==> src/rtl/ex_div_stage_if.sv <==
// EX-stage bundle: ID/EX operands and flush in, EX/MEM result, HI/LO strobe and stall request out.
interface ex_div_stage_if #(
  parameter int DATA_W   = 32,
  parameter int ALUOP_W  = 8,
  parameter int ALUSEL_W = 3,
  parameter int ADDR_W   = 5
);
  logic [ALUOP_W-1:0]  ex_aluop;
  logic [ALUSEL_W-1:0] ex_alusel;
  logic [DATA_W-1:0]   ex_reg1;
  logic [DATA_W-1:0]   ex_reg2;
  logic [ADDR_W-1:0]   ex_wd;
  logic                ex_wreg;
  logic                annul_i;
  logic [ADDR_W-1:0]   wd_o;
  logic                wreg_o;
  logic [DATA_W-1:0]   wdata_o;
  logic                whilo_o;
  logic [DATA_W-1:0]   hi_o;
  logic [DATA_W-1:0]   lo_o;
  logic                stallreq_o;

  modport master (
    output ex_aluop, ex_alusel, ex_reg1, ex_reg2, ex_wd, ex_wreg, annul_i,
    input  wd_o, wreg_o, wdata_o, whilo_o, hi_o, lo_o, stallreq_o
  );

  modport slave (
    input  ex_aluop, ex_alusel, ex_reg1, ex_reg2, ex_wd, ex_wreg, annul_i,
    output wd_o, wreg_o, wdata_o, whilo_o, hi_o, lo_o, stallreq_o
  );
endinterface

==> src/rtl/ex_div_stage.sv <==
// EX stage: logic/add/sub/slt resolve in 0 cycles; DIV/DIVU use a restoring divider, stall for 1+DATA_W cycles
// (1 for a zero divisor) and strobe HI/LO in the following cycle; annul_i drops the stall at once.
module ex_div_stage #(
  parameter int DATA_W   = 32,
  parameter int ALUOP_W  = 8,
  parameter int ALUSEL_W = 3,
  parameter int ADDR_W   = 5
) (
  input logic           clk,
  input logic           rst,
  ex_div_stage_if.slave bus
);
  localparam int CNT_W = $clog2(DATA_W);

  localparam logic [ALUOP_W-1:0] OP_AND  = ALUOP_W'(8'h24);
  localparam logic [ALUOP_W-1:0] OP_OR   = ALUOP_W'(8'h25);
  localparam logic [ALUOP_W-1:0] OP_XOR  = ALUOP_W'(8'h26);
  localparam logic [ALUOP_W-1:0] OP_NOR  = ALUOP_W'(8'h27);
  localparam logic [ALUOP_W-1:0] OP_ADDU = ALUOP_W'(8'h21);
  localparam logic [ALUOP_W-1:0] OP_SUBU = ALUOP_W'(8'h23);
  localparam logic [ALUOP_W-1:0] OP_SLT  = ALUOP_W'(8'h2A);
  localparam logic [ALUOP_W-1:0] OP_DIV  = ALUOP_W'(8'h1A);
  localparam logic [ALUOP_W-1:0] OP_DIVU = ALUOP_W'(8'h1B);

  localparam logic [ALUSEL_W-1:0] SEL_LOGIC = ALUSEL_W'(3'b001);
  localparam logic [ALUSEL_W-1:0] SEL_ARITH = ALUSEL_W'(3'b100);

  typedef enum logic [1:0] {S_IDLE, S_BUSY, S_DONE} state_t;

  state_t            state;
  logic [CNT_W-1:0]  cnt;
  logic [DATA_W-1:0] quot;
  logic [DATA_W-1:0] dvs;
  logic [DATA_W-1:0] rem;
  logic              neg_q;
  logic              neg_r;
  logic [DATA_W-1:0] hi_r;
  logic [DATA_W-1:0] lo_r;

  logic              is_div;
  logic              is_signed;
  logic [DATA_W-1:0] abs_a;
  logic [DATA_W-1:0] abs_b;
  logic [DATA_W:0]   shifted;
  logic [DATA_W:0]   diff;
  logic              step_ok;
  logic [DATA_W-1:0] step_rem;
  logic [DATA_W-1:0] step_quot;
  logic [DATA_W-1:0] fin_q;
  logic [DATA_W-1:0] fin_r;
  logic              last_step;
  logic [DATA_W-1:0] wdata;

  assign is_div    = (bus.ex_aluop == OP_DIV) || (bus.ex_aluop == OP_DIVU);
  assign is_signed = (bus.ex_aluop == OP_DIV);
  assign abs_a     = (is_signed && bus.ex_reg1[DATA_W-1]) ? -bus.ex_reg1 : bus.ex_reg1;
  assign abs_b     = (is_signed && bus.ex_reg2[DATA_W-1]) ? -bus.ex_reg2 : bus.ex_reg2;

  // One restoring step: remainder stays below the divisor, so DATA_W+1 bits hold the trial difference.
  assign shifted   = {rem, quot[DATA_W-1]};
  assign diff      = shifted - {1'b0, dvs};
  assign step_ok   = ~diff[DATA_W];
  assign step_rem  = step_ok ? diff[DATA_W-1:0] : shifted[DATA_W-1:0];
  assign step_quot = {quot[DATA_W-2:0], step_ok};
  assign fin_q     = neg_q ? -step_quot : step_quot;
  assign fin_r     = neg_r ? -step_rem : step_rem;
  assign last_step = (cnt == CNT_W'(DATA_W-1));

  always_ff @(posedge clk or negedge rst) begin
    if (!rst) begin
      state <= S_IDLE;
      cnt   <= '0;
      quot  <= '0;
      dvs   <= '0;
      rem   <= '0;
      neg_q <= 1'b0;
      neg_r <= 1'b0;
      hi_r  <= '0;
      lo_r  <= '0;
    end else if (bus.annul_i) begin
      state <= S_IDLE;
      cnt   <= '0;
    end else begin
      case (state)
        S_IDLE: begin
          if (is_div) begin
            neg_q <= is_signed && (bus.ex_reg1[DATA_W-1] ^ bus.ex_reg2[DATA_W-1]);
            neg_r <= is_signed && bus.ex_reg1[DATA_W-1];
            quot  <= abs_a;
            dvs   <= abs_b;
            rem   <= '0;
            cnt   <= '0;
            if (bus.ex_reg2 == '0) begin
              // Zero divisor skips iteration: HI gets the raw dividend, LO all ones.
              hi_r  <= bus.ex_reg1;
              lo_r  <= '1;
              state <= S_DONE;
            end else begin
              state <= S_BUSY;
            end
          end
        end
        S_BUSY: begin
          rem  <= step_rem;
          quot <= step_quot;
          cnt  <= cnt + CNT_W'(1);
          if (last_step) begin
            hi_r  <= fin_r;
            lo_r  <= fin_q;
            state <= S_DONE;
          end
        end
        S_DONE:  state <= S_IDLE;
        default: state <= S_IDLE;
      endcase
    end
  end

  always_comb begin
    wdata = '0;
    case (bus.ex_alusel)
      SEL_LOGIC: begin
        case (bus.ex_aluop)
          OP_AND:  wdata = bus.ex_reg1 & bus.ex_reg2;
          OP_OR:   wdata = bus.ex_reg1 | bus.ex_reg2;
          OP_XOR:  wdata = bus.ex_reg1 ^ bus.ex_reg2;
          OP_NOR:  wdata = ~(bus.ex_reg1 | bus.ex_reg2);
          default: wdata = '0;
        endcase
      end
      SEL_ARITH: begin
        case (bus.ex_aluop)
          OP_ADDU: wdata = bus.ex_reg1 + bus.ex_reg2;
          OP_SUBU: wdata = bus.ex_reg1 - bus.ex_reg2;
          OP_SLT:  wdata = {{(DATA_W-1){1'b0}}, ($signed(bus.ex_reg1) < $signed(bus.ex_reg2))};
          default: wdata = '0;
        endcase
      end
      default: wdata = '0;
    endcase
  end

  assign bus.wd_o       = rst ? bus.ex_wd : '0;
  assign bus.wreg_o     = rst && bus.ex_wreg && !is_div;
  assign bus.wdata_o    = rst ? wdata : '0;
  assign bus.whilo_o    = rst && (state == S_DONE) && !bus.annul_i;
  assign bus.hi_o       = hi_r;
  assign bus.lo_o       = lo_r;
  assign bus.stallreq_o = rst && !bus.annul_i &&
                          (((state == S_IDLE) && is_div) || (state == S_BUSY));
endmodule

==> src/flat_wrapper.sv <==
// flat-port wrapper written by rule: the top's interface ports become plain ports
module ex_div_stage_flat 
#(
  parameter int DATA_W   = 32,
  parameter int ALUOP_W  = 8,
  parameter int ALUSEL_W = 3,
  parameter int ADDR_W   = 5
)
  (clk, rst, bus_ex_aluop, bus_ex_alusel, bus_ex_reg1, bus_ex_reg2, bus_ex_wd, bus_ex_wreg, bus_annul_i, bus_wd_o, bus_wreg_o, bus_wdata_o, bus_whilo_o, bus_hi_o, bus_lo_o, bus_stallreq_o);
  ex_div_stage_if #(.DATA_W(DATA_W), .ALUOP_W(ALUOP_W), .ALUSEL_W(ALUSEL_W), .ADDR_W(ADDR_W)) bus_i ();
  input logic clk;
  input logic rst;
  input wire logic [$bits(bus_i.ex_aluop)-1:0] bus_ex_aluop;
  input wire logic [$bits(bus_i.ex_alusel)-1:0] bus_ex_alusel;
  input wire logic [$bits(bus_i.ex_reg1)-1:0] bus_ex_reg1;
  input wire logic [$bits(bus_i.ex_reg2)-1:0] bus_ex_reg2;
  input wire logic [$bits(bus_i.ex_wd)-1:0] bus_ex_wd;
  input wire logic [$bits(bus_i.ex_wreg)-1:0] bus_ex_wreg;
  input wire logic [$bits(bus_i.annul_i)-1:0] bus_annul_i;
  output wire logic [$bits(bus_i.wd_o)-1:0] bus_wd_o;
  output wire logic [$bits(bus_i.wreg_o)-1:0] bus_wreg_o;
  output wire logic [$bits(bus_i.wdata_o)-1:0] bus_wdata_o;
  output wire logic [$bits(bus_i.whilo_o)-1:0] bus_whilo_o;
  output wire logic [$bits(bus_i.hi_o)-1:0] bus_hi_o;
  output wire logic [$bits(bus_i.lo_o)-1:0] bus_lo_o;
  output wire logic [$bits(bus_i.stallreq_o)-1:0] bus_stallreq_o;
  assign bus_i.ex_aluop = bus_ex_aluop;
  assign bus_i.ex_alusel = bus_ex_alusel;
  assign bus_i.ex_reg1 = bus_ex_reg1;
  assign bus_i.ex_reg2 = bus_ex_reg2;
  assign bus_i.ex_wd = bus_ex_wd;
  assign bus_i.ex_wreg = bus_ex_wreg;
  assign bus_i.annul_i = bus_annul_i;
  assign bus_wd_o = bus_i.wd_o;
  assign bus_wreg_o = bus_i.wreg_o;
  assign bus_wdata_o = bus_i.wdata_o;
  assign bus_whilo_o = bus_i.whilo_o;
  assign bus_hi_o = bus_i.hi_o;
  assign bus_lo_o = bus_i.lo_o;
  assign bus_stallreq_o = bus_i.stallreq_o;
  ex_div_stage #(.DATA_W(DATA_W), .ALUOP_W(ALUOP_W), .ALUSEL_W(ALUSEL_W), .ADDR_W(ADDR_W)) u_core (.clk(clk), .rst(rst), .bus(bus_i));
endmodule
==> config.mk <==
export PLATFORM = sky130hd
export DESIGN_NAME = ex_div_stage_flat
export DESIGN_NICKNAME = d
export VERILOG_FILES = /design/src/rtl/ex_div_stage_if.sv /design/src/rtl/ex_div_stage.sv /design/src/flat_wrapper.sv
export SDC_FILE = /design/constraint.sdc
export NUM_CORES = 1
export LEC_CHECK = 0
export CORE_UTILIZATION = 53
export DETAILED_ROUTE_END_ITERATION = 10
export MAX_ROUTING_LAYER = met4
export PLACE_DENSITY = 0.91
export SLEW_MARGIN = 25
export SYNTH_ARGS = -nofsm -noshare
export SYNTH_HDL_FRONTEND = slang
export SYNTH_SLANG_ARGS = --single-unit
==> constraint.sdc <==
create_clock -name clk -period 5 [get_ports clk]
set_clock_uncertainty 0.1 [all_clocks]
set_input_delay 0.75 -clock clk [delete_from_list [all_inputs] [get_ports clk]]
set_output_delay 0.75 -clock clk [all_outputs]
set_load 0.02 [all_outputs]
# Word-level counts from Yosys, hierarchy flattened
# Cells that the tools add are included.
[word_totals]
regBits = 169
word_cells = 97
[classes]
add_sub_neg = 8
order_cmp = 1
eq_ne = 19
muxes = 30
n_bitwise = 7
n_reduce_logical = 23
[op_table]
columns = ["op", "n"]
rows = [
  ["$mux W32", 14],
  ["$pmux W32 S2", 5],
  ["$neg A32 Y32", 4],
  ["$pmux W32 S4", 1],
  ["$pmux W32 S3", 1],
  ["$eq A8 B6 Y1 const B", 7],
  ["$sub A33 B32 Y33", 1],
  ["$add A32 B32 Y32", 1],
  ["$and A32 B32 Y32", 1],
  ["$logic_not A32 Y1", 1],
  ["$lt A32 B32 Y1", 1],
  ["$not A32 Y32", 1],
  ["$or A32 B32 Y32", 1],
  ["$sub A32 B32 Y32", 1],
  ["$xor A32 B32 Y32", 1],
  ["$eq A8 B5 Y1 const B", 2],
  ["$mux W5", 3],
  ["$logic_and A1 B1 Y1", 10],
  ["$pmux W5 S2", 1],
  ["$mux W2", 4],
  ["$ne A2 B1 Y1 const B", 3],
  ["$ne A3 B2 Y1 const B", 2],
  ["$reduce_and A3 Y1", 2],
  ["$add A5 B1 Y5 const B", 1],
  ["other kinds (15)", 19],
]

# Longest topological paths before layout
# Gate-level depths: netlist (run 1).
[logic_depth]
word_depth = 6
mapped_depth = 22
depth_no_buf = 21

# Worst setup path before layout (run 1)
# OpenSTA, ideal clock, no wires.
[synth_timing]
kind = "input port to output port"
start = "input port bus_ex_reg2[4]"
end = "output port bus_wdata_o[30]"
arrival_ns = 3.901
setup_slack_ns = 0.249
cell_stages = 14
n_path_buf = 1
path_cell_list = "inv_1 > ha_1 > clkbuf_1 > inv_1 > o21ai_1 > a31oi_1 > o21ai_1 > a31oi_1 > o41a_1 > o41a_1 > o21ai_1 > nand2_1 > mux2_2 > o32ai_1"
[synth_via]
elab_chain_len = 4
[synth_lines]
columns = ["element", "line_no", "text"]
rows = [
  ["from (decl)", "flat_wrapper.sv:16", "input wire logic [$bits(bus_i.ex_reg2)-1:0] bus_ex_reg2;"],
  ["$sub A32 B32 Y32 / $add A32 B32 Y32 (equally long branches)", "ex_div_stage.sv:134, ex_div_stage.sv:133", ""],
  ["$pmux W32 S3 (*)", "ex_div_stage.sv:132", "case (bus.ex_aluop)"],
  ["$pmux W32 S2 (*)", "ex_div_stage.sv:121", "case (bus.ex_alusel)"],
  ["$mux W32 (*)", "ex_div_stage.sv:145", "assign bus.wdata_o = rst ? wdata : '0;"],
  ["to (decl)", "flat_wrapper.sv:22", "output wire logic [$bits(bus_i.wdata_o)-1:0] bus_wdata_o;"],
]
# Mark *: on every way between the ends. The rest lies on a longest branch, timed or not.

# Final worst setup path (run 1)
[layout_timing]
start = "input port bus_ex_reg2[1]"
end = "output port bus_wdata_o[30]"
# Same word-level chain as after synthesis.

==> impl_metrics.csv, run 1 <==
group,metric,value,unit
floorplanning,die_width,183,um
logic_synthesis,ys_async_sr_fraction,100,%
global_routing,grt_max_degree,125,
clocking,cts_tree,"done",
floorplanning,die_area,33300,um2
timing,hold_ws,0.386,ns
clocking,clk_pin_slew_worst_paths,0.08,ns
clocking,cts.sinks,169,
timing,fin_crit,5.01,ns
floorplanning,rows,65,
logic_synthesis,syn-mean-instance-area,7.69,um2
global_routing,antenna_found_initial,0,
power,total_power,11100,uW
timing,slew_headroom,40.7,%
logic_synthesis,synth_edf_count,0,
critical_path,cp.arrival,4.16,ns
place,portBuffers,187,
layout,drive_gt1_share,19.3,%
job,max_cap_violations,0,
logic_synthesis,syn_inst,2246,
global_routing,grt_pass1_vias,18679,
clocking,numCtsBuffers,17,
place,dpl.hpwl,54200,um
outcome,status,"finished, violations left",
timing,max_freq,199,MHz
global_routing,grt_pass1_wl,106000,um
detailed_routing,drc_errors,0,
logic_synthesis,synth_warnings,0,
critical_path,worstSetupPathType,"in2out",
clocking,insertion_delay,0.45,ns
logic_synthesis,synthFlopType,"dfrtp_1",
timing,worst_pin_slew,0.890,ns
power,peakVddDrop,0.000525,V
detailed_routing,first_pass_iters,7,
detailed_routing,wirelength,70300,um
detailed_routing,via_per_inst,6.30,
layout,post-route-util,71.0,%
place,placed_cells,3011,
logic_synthesis,ys_types,94,
power,power_leakage,0.0100,uW
critical_path,crit_fanout,4,
logic_synthesis,syn-cell-area,17300,um2
floorplanning,die_y,183,um
layout,layout.nets,2829,
layout,syn2layout_area_growth,30.7,%
timing,drv_slew,0,
detailed_routing,ant_nets,0,
timing,setup_violations,1,
global_routing,overflow,0,
logic_synthesis,synthesis.nets,2467,
timing,finalHoldViolations,0,
layout,nFillCells,2472,
outcome,violations,"negative setup slack",
critical_path,worst_ep_required_time,4.15,ns
detailed_routing,wl_per_cell,23.0,um
detailed_routing,drt_iter0_markers,2293,
timing,setup_tns,-0.0135,ns
floorplanning,initial_core_util,54.3,%
floorplanning,placeableCoreArea,31800,um2
clocking,cts_buffer_depth,2,
layout,final_cells,3056,
critical_path,setup.worst_path.start_class,"input pin",
timing,period_share,100,%
logic_synthesis,ys_ff_latch,169,
layout,n_antenna_cell,0,
floorplanning,ios,188,
place,gp_congestion,1.05,
critical_path,crit_path_end_kind,"output pin",
power,p_per_area,493,nW/um2
logic_synthesis,yosysSeqAreaShare,24.5,%
worst_hold_path,hp-class,"reg2reg",
timing,rsz0062_at_grt,"true",
clocking,cts-root-buf,"clkbuf_16",
timing,setup_ws,-0.0135,ns
detailed_routing,num_vias,19257,
clocking,h-tree-depth,4,
critical_path,rrSetupSlack,0.23,ns
global_routing,gr-usage-all-layers,42.7,%
-- sequential cells by signal, indices dropped and copies added (netlist names), 2 cells and up --
register	flops
u_core.cnt	5
u_core.bus.lo_o	32
u_core.rem	32
u_core.quot	32
u_core.bus.hi_o	32
u_core.state	2
u_core.dvs	32
-- cell usage after synthesis, types with 5 or more instances --
master    instances  area, um2
a211oi_1         40        300
a21o_1           30        225
a21oi_1         223       1120
a221oi_1          5       43.8
a22o_1           11       96.3
a31oi_1          40        250
a41oi_1          11       96.3
and2_1           16        100
and3_1           11       68.8
buf_1            11       41.3
buf_2            13       65.1
clkbuf_1        109        409
dfrtp_1         169       4230
ha_1            134       1680
inv_1           135        507
mux2_2           12        135
mux2i_1          49        490
nand2_1         219        822
nand2b_1         22        138
nand3_1          24        120
nand4_1          15       93.8
nor2_1          209        785
nor2b_1          26        163
nor3_1           32        160
nor4_1           22        138
o211ai_1         11       82.6
o21a_1           11       82.6
o21ai_0         192        961
o21ai_1           8       40.0
o21bai_1         29        218
o22a_1           17        149
o22ai_1          22        138
o31ai_1          29        218
o41ai_1          10       87.6
or2_2             8       50.1
or3_1            15       93.8
or4_1            12       90.1
xnor2_1         143       1250
xor2_1           54        473
-- cells in the final DEF (no fill, tap or decap), types with 12 or more instances in the layout --
cell type | synthesis | final
buf_4 | 2 | 287
nand2_1 | 219 | 219
a21oi_1 | 223 | 212
nor2_1 | 209 | 205
o21ai_0 | 192 | 186
dfrtp_1 | 169 | 168
xnor2_1 | 143 | 143
clkdlybuf4s50_1 | 0 | 135
inv_1 | 135 | 115
ha_1 | 134 | 108
xor2_1 | 54 | 54
mux2i_1 | 49 | 49
a211oi_1 | 40 | 37
a31oi_1 | 40 | 36
a21o_1 | 30 | 30
nor3_1 | 32 | 29
o31ai_1 | 29 | 28
o21bai_1 | 29 | 26
nor2b_1 | 26 | 25
nand3_1 | 24 | 24
dlymetal6s2s_1 | 0 | 24
o22ai_1 | 22 | 22
inv_2 | 1 | 21
nand2b_1 | 22 | 21
nor4_1 | 22 | 20
ha_4 | 0 | 19
o22a_1 | 17 | 17
clkbuf_16 | 0 | 17
and2_1 | 16 | 16
nand4_1 | 15 | 15
or3_1 | 15 | 15
a21oi_2 | 1 | 12
mux2_2 | 12 | 12
buf_6 | 2 | 12
-- power by group --
part | internal, uW | switching (uW) | total [uW]
sequential | 1840 | 544 | 2380
clock | 724 | 640 | 1360
combinational | 2960 | 4440 | 7390
total | 5520 | 5620 | 11100
-- layer usage --
metal	up-vias	track usage (%)	part of all wire (%)	routed length, um
li1	8680	-	-	-
met1	9190	54.2	40	28400
met2	1171	66.9	45	31800
met3	216	7.68	9.9	6960
met4	0	17.8	4.4	3090
met5	-	-	0	0
-- logic make-up after synthesis --
logic type      share of synthesized area (%)
buf+inv                                  6.18
fa+ha+maj                                10.1
xor+xnor                                 9.99
simple gates                             17.8
flops                                    24.5
compound gates                           27.7
mux                                      3.75
-- worst paths after layout --
| path | to | depth (start not counted) | from |
|---|---|---|---|
| max in group asynchronous | u_core.quot[0]$_DFFE_PN0P_ | 5 | rst |
| worst max-delay path | bus_wdata_o[30] | 16 | bus_ex_reg2[1] |
| worst max register to register | u_core.bus.hi_o[22]$_DFFE_PN0P_ | 19 | u_core.rem[10]$_DFFE_PN0P_ |
| worst min-delay path | u_core.dvs[9]$_DFFE_PN0P_ | 2 | u_core.dvs[9]$_DFFE_PN0P_ |
| worst min register to register | u_core.dvs[9]$_DFFE_PN0P_ | 2 | u_core.dvs[9]$_DFFE_PN0P_ |
| min in group asynchronous | u_core.rem[29]$_DFFE_PN0P_ | 2 | rst |
-- critical path, cell delays in order --
cell and delay [ns]:
dlygate4sd2_1 0.25, buf_6 0.14, fa_2 0.22, a21o_1 0.15
a21oi_2 0.08, o21ai_2 0.17, a31oi_2 0.13, o21ai_2 0.24
a31oi_2 0.17, o41a_1 0.45, o41a_1 0.43, o21ai_2 0.17
nand2_1 0.07, mux2_2 0.28, o32ai_2 0.27, buf_4 0.19
-- stage by stage --
step                      setup WS [ns]  area, um2
after detailed placement         -0.906      21300
final                           -0.0135      22600
after global routing             -0.130      22600
after floorplan                   0.249      17300
after CTS                       -0.0866      22100
after global placement           -0.906      21300
-- area by class of cell --
class                           count  area (um2)  area share, %
Clock buffer                       19         443           1.96
Clock inverter                     13         155          0.687
Inverter                          137         514           2.28
Multi-Input combinational cell   1803       12600           55.7
Sequential cell                   169        4230           18.7
Tap cell                          435         544           2.41
Timing Repair Buffer              480        4120           18.2
-- what timing repair did --
action                                  CTS  global route
pin swaps                                29            45
endpoints found under the setup margin   22            25
setup buffers                             9             5
hold endpoints to repair                  3             0
hold buffers                              1             0
resized for setup                       126           118
Power figures use the tool's default switching activity.
==> run 2, diff against run 1 <==
--- a/config.mk
+++ b/config.mk
@@ -5,8 +5,10 @@
 export SDC_FILE = /design/constraint.sdc
 export NUM_CORES = 1
 export LEC_CHECK = 0
+export ABC_CLOCK_PERIOD_IN_PS = 5000
 export CORE_UTILIZATION = 53
 export DETAILED_ROUTE_END_ITERATION = 10
+export HOLD_SLACK_MARGIN = 0.1
 export MAX_ROUTING_LAYER = met4
 export PLACE_DENSITY = 0.91
 export SLEW_MARGIN = 25
==> results of run 2 <==
Final layout, timing and power as in run 1 (identical DEF).
